[config.mk]
export PLATFORM = sky130hd
export DESIGN_NAME = mem_ctrl_mc
export DESIGN_NICKNAME = d
export VERILOG_FILES = /design/src/rtl/mem_ctrl_mc_pkg.sv /design/src/rtl/mem_ctrl_mc_rr_arbiter.sv /design/src/rtl/mem_ctrl_mc.sv
export SDC_FILE = /design/constraint.sdc
export NUM_CORES = 1
export LEC_CHECK = 0
export BUFFER_PORTS_ARGS = -buffer_cell sky130_fd_sc_hd__buf_2
export CAP_MARGIN = 20
export CORE_AREA = 2 2 295 297
export DETAILED_ROUTE_END_ITERATION = 10
export DIE_AREA = 0 0 297 299
export SLEW_MARGIN = 0
export SYNTH_ARGS = -nofsm -noshare
export SYNTH_HDL_FRONTEND = slang
export SYNTH_SLANG_ARGS = --single-unit
[constraint.sdc]
create_clock -name clk -period 3.55 [get_ports clk]
set_input_delay 0.71 -clock clk [delete_from_list [all_inputs] [get_ports clk]]
set_output_delay 0.71 -clock clk [all_outputs]
set_load 0.1 [all_outputs]
[src/rtl/mem_ctrl_mc_pkg.sv]
// Shared constants and state encoding for the multi-channel byte-serial memory controller.
package mem_ctrl_mc_pkg;

  localparam int RAM_DATA_WID = 8;
  localparam int XLEN         = 32;
  localparam int VLEN         = 128;

  typedef enum logic [1:0] {
    ST_IDLE  = 2'd0,
    ST_RUN   = 2'd1,
    ST_DRAIN = 2'd2,
    ST_DONE  = 2'd3
  } mc_state_e;

  // Width of a channel index; a single channel still gets one bit.
  function automatic int idx_width(input int n);
    return (n > 1) ? $clog2(n) : 1;
  endfunction

endpackage

[src/rtl/mem_ctrl_mc_rr_arbiter.sv]
// Rotating-priority arbiter: picks the first requester at or after the pointer.
module rr_arbiter
  import mem_ctrl_mc_pkg::*;
#(
  parameter int NUM_CH = 3,
  parameter int IDX_W  = idx_width(NUM_CH)
) (
  input  logic [NUM_CH-1:0] req_i,
  input  logic [IDX_W-1:0]  ptr_i,
  input  logic              upd_i,
  output logic [NUM_CH-1:0] gnt_o,
  output logic [IDX_W-1:0]  idx_o,
  output logic              hit_o
);

  logic [IDX_W:0]   sum_s;
  logic [IDX_W-1:0] cand_s;
  logic             found_s;

  // Walk the channels starting at the pointer, wrapping modulo NUM_CH.
  always_comb begin
    gnt_o   = '0;
    idx_o   = '0;
    found_s = 1'b0;
    sum_s   = '0;
    cand_s  = '0;
    for (int k = 0; k < NUM_CH; k++) begin
      sum_s = {1'b0, ptr_i} + (IDX_W+1)'(k);
      if (sum_s >= (IDX_W+1)'(NUM_CH)) begin
        sum_s = sum_s - (IDX_W+1)'(NUM_CH);
      end else begin
        sum_s = sum_s;
      end
      cand_s = sum_s[IDX_W-1:0];
      if (upd_i && !found_s && req_i[cand_s]) begin
        found_s       = 1'b1;
        gnt_o[cand_s] = 1'b1;
        idx_o         = cand_s;
      end else begin
        found_s = found_s;
      end
    end
    hit_o = found_s;
  end

endmodule

[src/rtl/mem_ctrl_mc.sv]
// Multi-channel controller serialising byte bursts onto one synchronous RAM port.
module mem_ctrl_mc
  import mem_ctrl_mc_pkg::*;
#(
  parameter int NUM_CH    = 3,
  parameter int ADDR_W    = XLEN,
  parameter int DATA_W    = RAM_DATA_WID,
  parameter int MAX_BYTES = VLEN / 8,
  parameter int LEN_W     = 32
) (
  input  logic                           clk,
  input  logic                           rst,
  input  logic [NUM_CH-1:0]              ch_valid,
  input  logic [NUM_CH-1:0]              ch_we,
  input  logic [NUM_CH*ADDR_W-1:0]       ch_addr,
  input  logic [NUM_CH*LEN_W-1:0]        ch_len,
  input  logic [NUM_CH*MAX_BYTES*DATA_W-1:0] ch_src,
  output logic [NUM_CH-1:0]              ch_done,
  output logic [MAX_BYTES*DATA_W-1:0]    ch_data,
  output logic [ADDR_W-1:0]              mem_addr,
  output logic                           mem_we,
  output logic [DATA_W-1:0]              mem_src,
  input  logic [DATA_W-1:0]              mem_data
);

  localparam int IDX_W = idx_width(NUM_CH);
  localparam int BI_W  = $clog2(MAX_BYTES + 1);
  localparam int BUF_W = MAX_BYTES * DATA_W;

  mc_state_e         state_q, state_d;
  logic [IDX_W-1:0]  gnt_q, gnt_d;
  logic              we_q, we_d;
  logic [BUF_W-1:0]  src_q, src_d;
  logic [BI_W-1:0]   len_q, len_d;
  logic [BI_W-1:0]   idx_q, idx_d;
  logic [BUF_W-1:0]  asm_q, asm_d;
  logic [IDX_W-1:0]  ptr_q, ptr_d;
  logic [NUM_CH-1:0] done_q, done_d;
  logic [BUF_W-1:0]  data_q, data_d;
  logic [ADDR_W-1:0] mem_addr_q, mem_addr_d;
  logic              mem_we_q, mem_we_d;
  logic [DATA_W-1:0] mem_src_q, mem_src_d;

  logic [NUM_CH-1:0] arb_gnt_s;
  logic [IDX_W-1:0]  arb_idx_s;
  logic              arb_hit_s;

  logic              sel_we_s;
  logic [ADDR_W-1:0] sel_addr_s;
  logic [LEN_W-1:0]  sel_len_s;
  logic [BUF_W-1:0]  sel_src_s;
  logic [BI_W-1:0]   eff_len_s;
  logic              cur_valid_s;
  logic [NUM_CH-1:0] cur_onehot_s;
  logic              cap_en_s;
  logic [BI_W-1:0]   cap_idx_s;
  logic              load_data_s;

  rr_arbiter #(
    .NUM_CH (NUM_CH),
    .IDX_W  (IDX_W)
  ) u_arb (
    .req_i (ch_valid),
    .ptr_i (ptr_q),
    .upd_i (state_q == ST_IDLE),
    .gnt_o (arb_gnt_s),
    .idx_o (arb_idx_s),
    .hit_o (arb_hit_s)
  );

  // Route the candidate channel's request fields and the active channel's valid.
  always_comb begin
    sel_we_s     = 1'b0;
    sel_addr_s   = '0;
    sel_len_s    = '0;
    sel_src_s    = '0;
    cur_valid_s  = 1'b0;
    cur_onehot_s = '0;
    for (int k = 0; k < NUM_CH; k++) begin
      if (arb_idx_s == IDX_W'(k)) begin
        sel_we_s   = ch_we[k];
        sel_addr_s = ch_addr[k*ADDR_W +: ADDR_W];
        sel_len_s  = ch_len[k*LEN_W +: LEN_W];
        sel_src_s  = ch_src[k*BUF_W +: BUF_W];
      end else begin
        sel_we_s = sel_we_s;
      end
      if (gnt_q == IDX_W'(k)) begin
        cur_valid_s     = ch_valid[k];
        cur_onehot_s[k] = 1'b1;
      end else begin
        cur_valid_s = cur_valid_s;
      end
    end
    if (sel_len_s > LEN_W'(MAX_BYTES)) begin
      eff_len_s = BI_W'(MAX_BYTES);
    end else begin
      eff_len_s = sel_len_s[BI_W-1:0];
    end
  end

  // Next-state logic: grant, byte sequencing, read capture and completion.
  always_comb begin
    state_d     = state_q;
    gnt_d       = gnt_q;
    we_d        = we_q;
    src_d       = src_q;
    len_d       = len_q;
    idx_d       = idx_q;
    asm_d       = asm_q;
    ptr_d       = ptr_q;
    done_d      = '0;
    data_d      = data_q;
    mem_addr_d  = mem_addr_q;
    mem_we_d    = 1'b0;
    mem_src_d   = mem_src_q;
    cap_en_s    = 1'b0;
    cap_idx_s   = '0;
    load_data_s = 1'b0;

    case (state_q)
      ST_IDLE: begin
        if (arb_hit_s) begin
          gnt_d = arb_idx_s;
          we_d  = sel_we_s;
          len_d = eff_len_s;
          idx_d = '0;
          asm_d = '0;
          if (arb_idx_s == IDX_W'(NUM_CH - 1)) begin
            ptr_d = '0;
          end else begin
            ptr_d = arb_idx_s + IDX_W'(1);
          end
          if (eff_len_s == '0) begin
            // Empty burst: complete without touching the RAM.
            state_d = ST_DONE;
            done_d  = arb_gnt_s;
          end else begin
            // Present byte 0 on the RAM port in the first RUN cycle.
            state_d    = ST_RUN;
            mem_addr_d = sel_addr_s;
            mem_we_d   = sel_we_s;
            mem_src_d  = sel_src_s[DATA_W-1:0];
            src_d      = sel_src_s >> DATA_W;
          end
        end else begin
          state_d = ST_IDLE;
        end
      end

      ST_RUN: begin
        if (!cur_valid_s) begin
          state_d = ST_IDLE;
        end else begin
          // Data for the previous address arrives this cycle.
          cap_en_s  = (idx_q != '0);
          cap_idx_s = idx_q - BI_W'(1);
          if (idx_q == len_q - BI_W'(1)) begin
            if (we_q) begin
              state_d = ST_DONE;
              done_d  = cur_onehot_s;
            end else begin
              state_d = ST_DRAIN;
            end
          end else begin
            idx_d      = idx_q + BI_W'(1);
            mem_addr_d = mem_addr_q + ADDR_W'(1);
            mem_we_d   = we_q;
            mem_src_d  = src_q[DATA_W-1:0];
            src_d      = src_q >> DATA_W;
          end
        end
      end

      ST_DRAIN: begin
        if (!cur_valid_s) begin
          state_d = ST_IDLE;
        end else begin
          cap_en_s    = 1'b1;
          cap_idx_s   = idx_q;
          load_data_s = 1'b1;
          state_d     = ST_DONE;
          done_d      = cur_onehot_s;
        end
      end

      ST_DONE: begin
        state_d = ST_IDLE;
      end

      default: begin
        state_d = ST_IDLE;
      end
    endcase

    for (int k = 0; k < MAX_BYTES; k++) begin
      if (cap_en_s && (cap_idx_s == BI_W'(k))) begin
        asm_d[k*DATA_W +: DATA_W] = mem_data;
      end else begin
        asm_d[k*DATA_W +: DATA_W] = asm_d[k*DATA_W +: DATA_W];
      end
    end

    if (load_data_s) begin
      data_d = asm_d;
    end else begin
      data_d = data_q;
    end
  end

  // State and output registers with synchronous active-low reset.
  always_ff @(posedge clk) begin
    if (!rst) begin
      state_q    <= ST_IDLE;
      gnt_q      <= '0;
      we_q       <= 1'b0;
      src_q      <= '0;
      len_q      <= '0;
      idx_q      <= '0;
      asm_q      <= '0;
      ptr_q      <= '0;
      done_q     <= '0;
      data_q     <= '0;
      mem_addr_q <= '0;
      mem_we_q   <= 1'b0;
      mem_src_q  <= '0;
    end else begin
      state_q    <= state_d;
      gnt_q      <= gnt_d;
      we_q       <= we_d;
      src_q      <= src_d;
      len_q      <= len_d;
      idx_q      <= idx_d;
      asm_q      <= asm_d;
      ptr_q      <= ptr_d;
      done_q     <= done_d;
      data_q     <= data_d;
      mem_addr_q <= mem_addr_d;
      mem_we_q   <= mem_we_d;
      mem_src_q  <= mem_src_d;
    end
  end

  assign ch_done  = done_q;
  assign ch_data  = data_q;
  assign mem_addr = mem_addr_q;
  assign mem_we   = mem_we_q;
  assign mem_src  = mem_src_q;

endmodule
==> results of run 1 <==
==> sequential cells by signal, indices dropped and copies added, names as in the netlist <==
| signal | cells |
|---|---|
| len_q | 5 |
| state_q | 2 |
| we_q | 1 |
| src_q | 120 |
| mem_addr | 32 |
| mem_src | 8 |
| idx_q | 5 |
| gnt_q | 2 |
| mem_we | 1 |
| ptr_q | 2 |
| ch_data | 128 |
| asm_q | 128 |
| ch_done | 3 |
==> area by class of cell <==
class	instances	area [µm²]
Fill cell	9179	55900
Multi-Input combinational cell	2039	12900
Sequential cell	437	8750
Timing Repair Buffer	877	4950
Tap cell	1155	1450
Clock buffer	69	1390
Clock inverter	19	255
Inverter	59	229
Antenna cell	39	97.6
==> report_power, final <==
group / internal, mW / switching, mW
combinational: 5.40 / 11.9
clock: 3.05 / 2.21
sequential: 6.03 / 0.742
==> worst min path at each step <==
| stage | start | end | slack, ps | cells after the start |
|---|---|---|---|---|
| final | src_q[119] | src_q[119] | 460 | 2 |
| after global routing | ch_src[383] | src_q[119] | 450 | 3 |
| after CTS | ch_src[383] | src_q[119] | 440 | 3 |
| after detailed placement | src_q[119] | src_q[119] | 450 | 2 |
| after global placement | src_q[119] | src_q[119] | 440 | 2 |
| after floorplan | src_q[119] | src_q[119] | 430 | 2 |
==> cell families after synthesis <==
group	Yosys count	synth area share, %
AND/OR/NAND/NOR	885	18.0
adder cells (fa/ha/maj)	13	0.707
XOR/XNOR	8	0.305
buffers and inverters	368	6.30
flip-flops	437	38.0
multiplexers	89	3.88
AO/OA/AOI/OAI	1044	32.8
==> worst reg2reg max path: cells and delay by family (launching register included) <==
family                     cells  cell delay [ps]
and+or+nand+nor                3             1090
AOI/OAI and AO/OA              4             1070
adders and majority gates      1              400
buffers and inverters          2              360
DFF                            1              350
==> metal layers <==
metal / share of wire (%) / vias to the layer above
met5: 0.071 / -
li1: - / 11800
met3: 8.0 / 225
met2: 48 / 1052
met4: 5.0 / 12
met1: 39 / 11900
==> cells in the final DEF, fill, tap and decap left out, types with 15 or more instances in the layout <==
cell	instances
buf_12	21
o211ai_1	129
a211oi_1	51
o311a_1	16
nand3_1	50
nand2b_1	43
o21ai_0	201
buf_4	93
nand2_1	309
diode_2	39
o22ai_1	15
nor2_1	239
nor3_1	25
a221oi_1	20
buf_2	762
mux2i_1	88
o221a_2	81
o221a_1	15
dfxtp_1	437
a21oi_1	141
and3_1	23
nor4_1	21
clkbuf_16	49
inv_1	57
and2_1	124
o211a_1	59
a31oi_1	152
a211o_1	81
==> metrics by stage <==
stage | power (mW) | util, % | setup WS, ps | cell area, µm²
2_1_floorplan | 18.6 | - | 368 | 23000
3_3_place_gp | 23.9 | 32.9 | 212 | 28300
3_5_place_dp | 24.0 | 32.9 | 194 | 28300
4_1_cts | 29.3 | 34.8 | 167 | 29900
5_1_grt | 30.9 | 34.9 | 61.4 | 30000
6_report | 29.3 | 35.0 | 230 | 30000
==> metrics.csv, run 1 <==
stage;metric;value;unit
grt;use_met2;39.7;%
worst_setup_path;cp_slowest_cell;or3_1;
synth;synth_top_area_cell;dfxtp_1;
routing;first_pass_iters;6;
grt;grt_pass1_wl;160;mm
pwr;leakage;13.4;nW
final_layout;layout-drive-gt1-share;30.6;%
synth;yosysSeqAreaShare;38.0;%
cts;root_buffer;clkbuf_16;
worst_setup_path;critPathLaunchType;register;
floorplan;die_x;297;µm
synth;ys_top_cells_by_count;437 x dfxtp_1, 310 x nand2_1, 241 x clkbuf_1;
worst_setup_path;cp_num_buf_inv;2;
synth;ys.flop_type;dfxtp_1;
outcome;outcome;finished, final reports clean;
place;dpl.cell_count;4564;
cts;h-tree-depth;2;
sta;worst_slew_pin_slew;999;ps
worst_hold_path;hp-class;register to register;
routing;wl;112;mm
cts;hold_buffers;0;
synth;synthArstFlopShare;0;%
worst_setup_path;cp.depth;10;
cts;cts.sinks;437;
worst_setup_path;cp_data_arrival_time;3860;ps
routing;antenna_left;0;
worst_setup_path;max_stage_delay;480;ps
worst_setup_path;criticalPathCategory;register to register;
worst_setup_path;cp-startpoint;ptr_q[0];
worst_setup_path;worstReg2RegStart;ptr_q[0];
grt;grt.total_usage;24.0;%
worst_setup_path;r2r_end;src_q[87];
pwr;power.density;976;nW/µm²
grt;grt-ovfl-total;0;
worst_setup_path;path_max_fanout;11;
sta;period_needed;3320;ps
synth;syn-num-nets;3449;
cts;cts_buffers;49;
cts;clockBufferDepth;3;
grt;antenna_found_initial;66;
worst_setup_path;r2r_cells;10;
sta;max_freq;0.301;GHz
floorplan;core_area;85900;µm²
final_layout;fin_cells;4694;
synth;syn_area;23000;µm²
sta;relSlewSlack;32.9;%
worst_setup_path;worstPathRequired;4090;ps
cts;postCtsSetupBuffers;0;
sta;final_max_slew_viol_count;0;
worst_setup_path;cp-endpoint;src_q[87];
cts;path_clk_slew;60;ps
floorplan;die_h;299;µm
synth;postSynthAreaPerCell;8.09;µm²
grt;first_global_vias;23400;
synth;ys_seq_elements;437;
routing;drtIter0Drc;2515;
cts;clkLatencyLatePin;600;ps
worst_setup_path;path_cells;inv_1 > ha_1 > nor2b_1 > o2111ai_4 > o21ai_1 > or3_1 > a211o_2 > nor2_4 > buf_4 > o221a_2;
place;io_buffers;763;
cts;post_cts_resized;0;
floorplan;pin_count;764;
pwr;ir_drop;0.721;mV
sta;rsz0062_at_grt;no;
place;hpwl;85.2;mm
flow_run;drv_cap;0;
worst_setup_path;cp_top_family;simple AND/OR/NAND/NOR gates;
synth;synth.top_cell.area_share;38.0;%
synth;synth_cells;2844;
sta;final-hold-violation-count;0;
sta;clock_skew;33.9;ps
floorplan;die-area;88800;µm²
synth;synth_edf_count;0;
sta;finalSetupViolations;0;
synth;synth.most_common_cell;dfxtp_1;
place;gpl.final_weighted_congestion;1.06;
floorplan;rows;108;
routing;vias;24900;
final_layout;synthToLayoutAreaGrowth;30.6;%
sta;finalCritPeriodShare;93.5;%
synth;ys_top_cells_by_area;dfxtp_1 38%, nand2_1 5.1%, o21ai_0 4.4%;
routing;wl_per_cell;24.0;µm
sta;whs;460;ps
worst_setup_path;critPathCaptureType;register;
sta;setup_tns;0;ps
worst_setup_path;worst-r2r-setup-slack;230;ps
grt;top_usage_layer;met2;
grt;grtUsageMet1;28.9;%
routing;drc;0;
grt;grt_use_met3;5.53;%
routing;via_per_inst;5.31;
cts;cts_tree;yes;
synth;synth_cell_type_count;69;
final_layout;num-nets-final;4068;
grt;grt_start_max_net_pins;173;
synth;yosys_warnings;0;
floorplan;initial_core_util;26.8;%
Power figures use the tool's default switching activity.
==> run 2, diff against run 1 <==
--- a/config.mk
+++ b/config.mk
@@ -5,12 +5,15 @@
 export SDC_FILE = /design/constraint.sdc
 export NUM_CORES = 1
 export LEC_CHECK = 0
+export ABC_AREA = 1
 export BUFFER_PORTS_ARGS = -buffer_cell sky130_fd_sc_hd__buf_2
 export CAP_MARGIN = 20
-export CORE_AREA = 2 2 295 297
+export CORE_AREA = 2 2 293 295
+export CTS_CLUSTER_SIZE = 8
 export DETAILED_ROUTE_END_ITERATION = 10
-export DIE_AREA = 0 0 297 299
+export DIE_AREA = 0 0 295 297
 export SLEW_MARGIN = 0
 export SYNTH_ARGS = -nofsm -noshare
 export SYNTH_HDL_FRONTEND = slang
+export SYNTH_HIERARCHICAL = 1
 export SYNTH_SLANG_ARGS = --single-unit
==> run 2 against run 1 <==
Core utilization is 2.6 points higher. Sequential power is 2% lower. Critical path depth is 6 higher. First-iteration DRC count is 3.9% higher. Fmax is 0.93% lower. Final area is 5.7% higher. Synthesized cell count is 38% higher. Clock-buffer cell count is 4 lower. Synthesized area is 5.2% higher. Flip-flop and latch count stayed put. Largest power group unchanged.
==> metrics.csv, run 2 <==
stage;metric;value;unit;change
sta;whs;458;ps;-2.09 ps
place;place_ws;-373;ps;-567 ps
worst_hold_path;hp-class;register to register;;
final_layout;final_cell_mix;1,039 x nand2_1, 791 x nor2_1, 762 x buf_2;;
synth;ys_seq_elements;437;;unchanged
synth;synthArstFlopShare;0;%;unchanged
floorplan;die_x;295;µm;-0.67%
sta;rsz0062_at_grt;yes;;
routing;antenna_left;0;;unchanged
synth;synth_top_area_cell;dfxtp_1;;
cts;h-tree-depth;2;;unchanged
synth;syn-num-nets;4518;;+31%
sta;finalCritPeriodShare;94.4;%;+0.87 points
worst_hold_path;hp-start;mem_src[1];;
floorplan;die_h;297;µm;-0.67%
cts;cts_buffers;61;;+24%
synth;yosysSeqAreaShare;36.2;%;-1.9 points
sta;relSlewSlack;30.2;%;-2.7 points
sta;worst_slew_pin_slew;1050;ps;+48.1 ps
final_layout;utilization;37.6;%;+2.6 points
cts;hold_buffers;0;;unchanged
sta;final-hold-violation-count;0;;unchanged
synth;ys_top_cells_by_area;dfxtp_1 36%, nand2_1 16%, nor2_1 12%;;
worst_setup_path;critPathLaunchType;register;;
worst_setup_path;worstReg2RegStart;ptr_q[0];;
synth;ys_top_cells_by_count;1,043 x nand2_1, 798 x nor2_1, 456 x nand3_1;;
place;hpwl;92.1;mm;+8.0%
sta;period_needed;3350;ps;+31.0 ps
cts;cts_tree;yes;;
synth;synth_cells;3914;;+38%
routing;via_per_inst;4.94;;-7.0%
grt;grt_start_max_net_pins;162;;-6.4%
synth;synth.top_cell.area_share;36.2;%;-1.9 points
sta;final_max_slew_viol_count;0;;unchanged
routing;wl_per_cell;21.2;µm;-12%
cts;root_buffer;clkbuf_16;;
synth;syn_area;24200;µm²;+5.2%
routing;vias;28600;;+15%
outcome;outcome;finished, final reports clean;;
pwr;leakage;15.3;nW;+14%
worst_setup_path;path_max_fanout;27;;+16
synth;synth_cell_type_count;42;;-39%
grt;grt_pass1_wl;173;mm;+8.5%
worst_setup_path;criticalPathCategory;register to register;;
routing;drtIter0Drc;2612;;+3.9%
synth;synth.most_common_cell;nand2_1;;
final_layout;layout-drive-gt1-share;22.2;%;-8.4 points
worst_setup_path;r2r_cells;16;;+6
pwr;power.density;1130;nW/µm²;+16%
worst_hold_path;min_to;mem_src[1];;
grt;grt-ovfl-total;0;;unchanged
synth;yosys_warnings;6;;+6
sta;fin_ws;199;ps;-31.0 ps
sta;max_freq;0.298;GHz;-0.93%
cts;cts.sinks;437;;unchanged
place;io_buffers;763;;unchanged
synth;ys.flop_type;dfxtp_1;;
sta;finalSetupViolations;0;;unchanged
final_layout;synthToLayoutAreaGrowth;31.2;%;
worst_setup_path;critPathCaptureType;register;;
routing;wl;123;mm;+9.1%
floorplan;core_area;84500;µm²;-1.7%
routing;first_pass_iters;9;;+3
cts;clockBufferDepth;3;;unchanged
worst_setup_path;r2r_end;mem_addr[0];;
worst_setup_path;cp_data_arrival_time;3880;ps;+20 ps
final_layout;num-nets-final;5201;;+28%
synth;synth_edf_count;0;;unchanged
place;gpl.final_weighted_congestion;0.997;;-5.7%
grt;antenna_found_initial;67;;+1.5%
pwr;finalPower;36.0;mW;+23%
routing;drc;0;;unchanged
floorplan;initial_core_util;28.6;%;+1.9 points
worst_setup_path;worst-r2r-setup-slack;200;ps;-30 ps
floorplan;pin_count;764;;unchanged
grt;grt.total_usage;26.6;%;+2.6 points
floorplan;rows;107;;-0.93%
grt;first_global_vias;26300;;+12%
sta;clock_skew;38.1;ps;+4.21 ps
flow_run;drv_cap;0;;unchanged
worst_setup_path;worstPathRequired;4080;ps;about the same
worst_hold_path;holdPathStages;2;;unchanged
pwr;ir_drop;0.833;mV;+15%
cts;clkLatencyLatePin;640;ps;+40 ps
sta;setup_tns;0;ps;unchanged
floorplan;die-area;87600;µm²;-1.3%
final_layout;layout.cells.most_common;nand2_1;;
synth;postSynthAreaPerCell;6.18;µm²;-24%
cts;path_clk_slew;50;ps;about the same
[run 2: cell types whose count changed after synthesis, moves of 108 or more]
cell,change
a22o_1,+124
nand3_1,+406
o22ai_1,+108
and2_1,-124
o211ai_1,-128
o21ai_0,-179
nand2_1,+733
inv_1,+269
nor2_1,+559
a31oi_1,-152
[run 2: critical path: stages, from the launching register on]
cell	delay (ps)
dfxtp_2	330
inv_1	70
ha_4	300
buf_4	130
a21oi_1	50
nor2_2	160
nand4_1	160
nand2_2	150
nor2_4	60
buf_12	130
buf_12	120
buf_12	140
buf_4	230
a221oi_1	910
a21oi_1	80
nor2_1	140
nor2_1	50
[run 2: cell type report]
type,instances,area (µm²)
sequential,437,8750
clock buffer,65,1570
antenna,39,97.6
fill,9296,52700
timing repair buffer,897,5310
multi-input combinational,2865,13200
tap,1144,1430
inverter,335,1290
clock inverter,4,120
[run 2: metal layers]
| layer | track usage, % | up-vias | part of all wire (%) |
|---|---|---|---|
| met4 | 15.6 | 12 | 5.6 |
| met1 | 34.0 | 13200 | 41 |
| li1 | - | 13900 | - |
| met3 | 5.13 | 248 | 8.2 |
| met5 | 0 | - | 0.059 |
| met2 | 41.5 | 1223 | 45 |
[run 2: through the flow]
stage / instances / cell area (µm²)
after floorplan: 3914 / 24200
after global placement: 5671 / 29700
after detailed placement: 5671 / 29700
after CTS: 5740 / 31400
after global routing: 5774 / 31700
final: 5786 / 31700
[run 2: cell families after synthesis]
logic type      after synthesis  share of synthesized area, %
buf+inv                     612                          10.0
flops                       437                          36.2
fa+ha+maj                    12                         0.620
mux                           2                        0.0827
xor+xnor                     29                          1.05
compound gates              438                          11.8
simple gates               2384                          40.3
[run 2: timing repair]
action / 4_1_cts / 5_1_grt
pin swaps: 0 / 8
endpoints found under the setup margin: 163 / 170
buffers inserted: 0 / 2
cloned: 0 / 5
gates resized for setup: 3 / 37
[run 2: worst max path at each step]
stage                           start           to  slack, ps  cells after the start
after floorplan              ptr_q[0]  mem_addr[4]        570                     25
after global placement    ch_valid[2]  mem_addr[5]       -320                     21
after detailed placement  ch_valid[2]   mem_src[5]       -370                     21
after CTS                    ptr_q[0]       mem_we         10                     19
after global routing         ptr_q[0]    src_q[21]        -30                     22
final                        ptr_q[0]  mem_addr[0]        200                     16
[run 2: report_power, final]
| group | total [mW] | leakage (nW) | switching (mW) | internal [mW] |
|---|---|---|---|---|
| Sequential | 6.61 | 3.57 | 0.704 | 5.91 |
| Combinational | 23.9 | 11.0 | 15.9 | 8.02 |
| Clock | 5.45 | 0.823 | 2.28 | 3.16 |
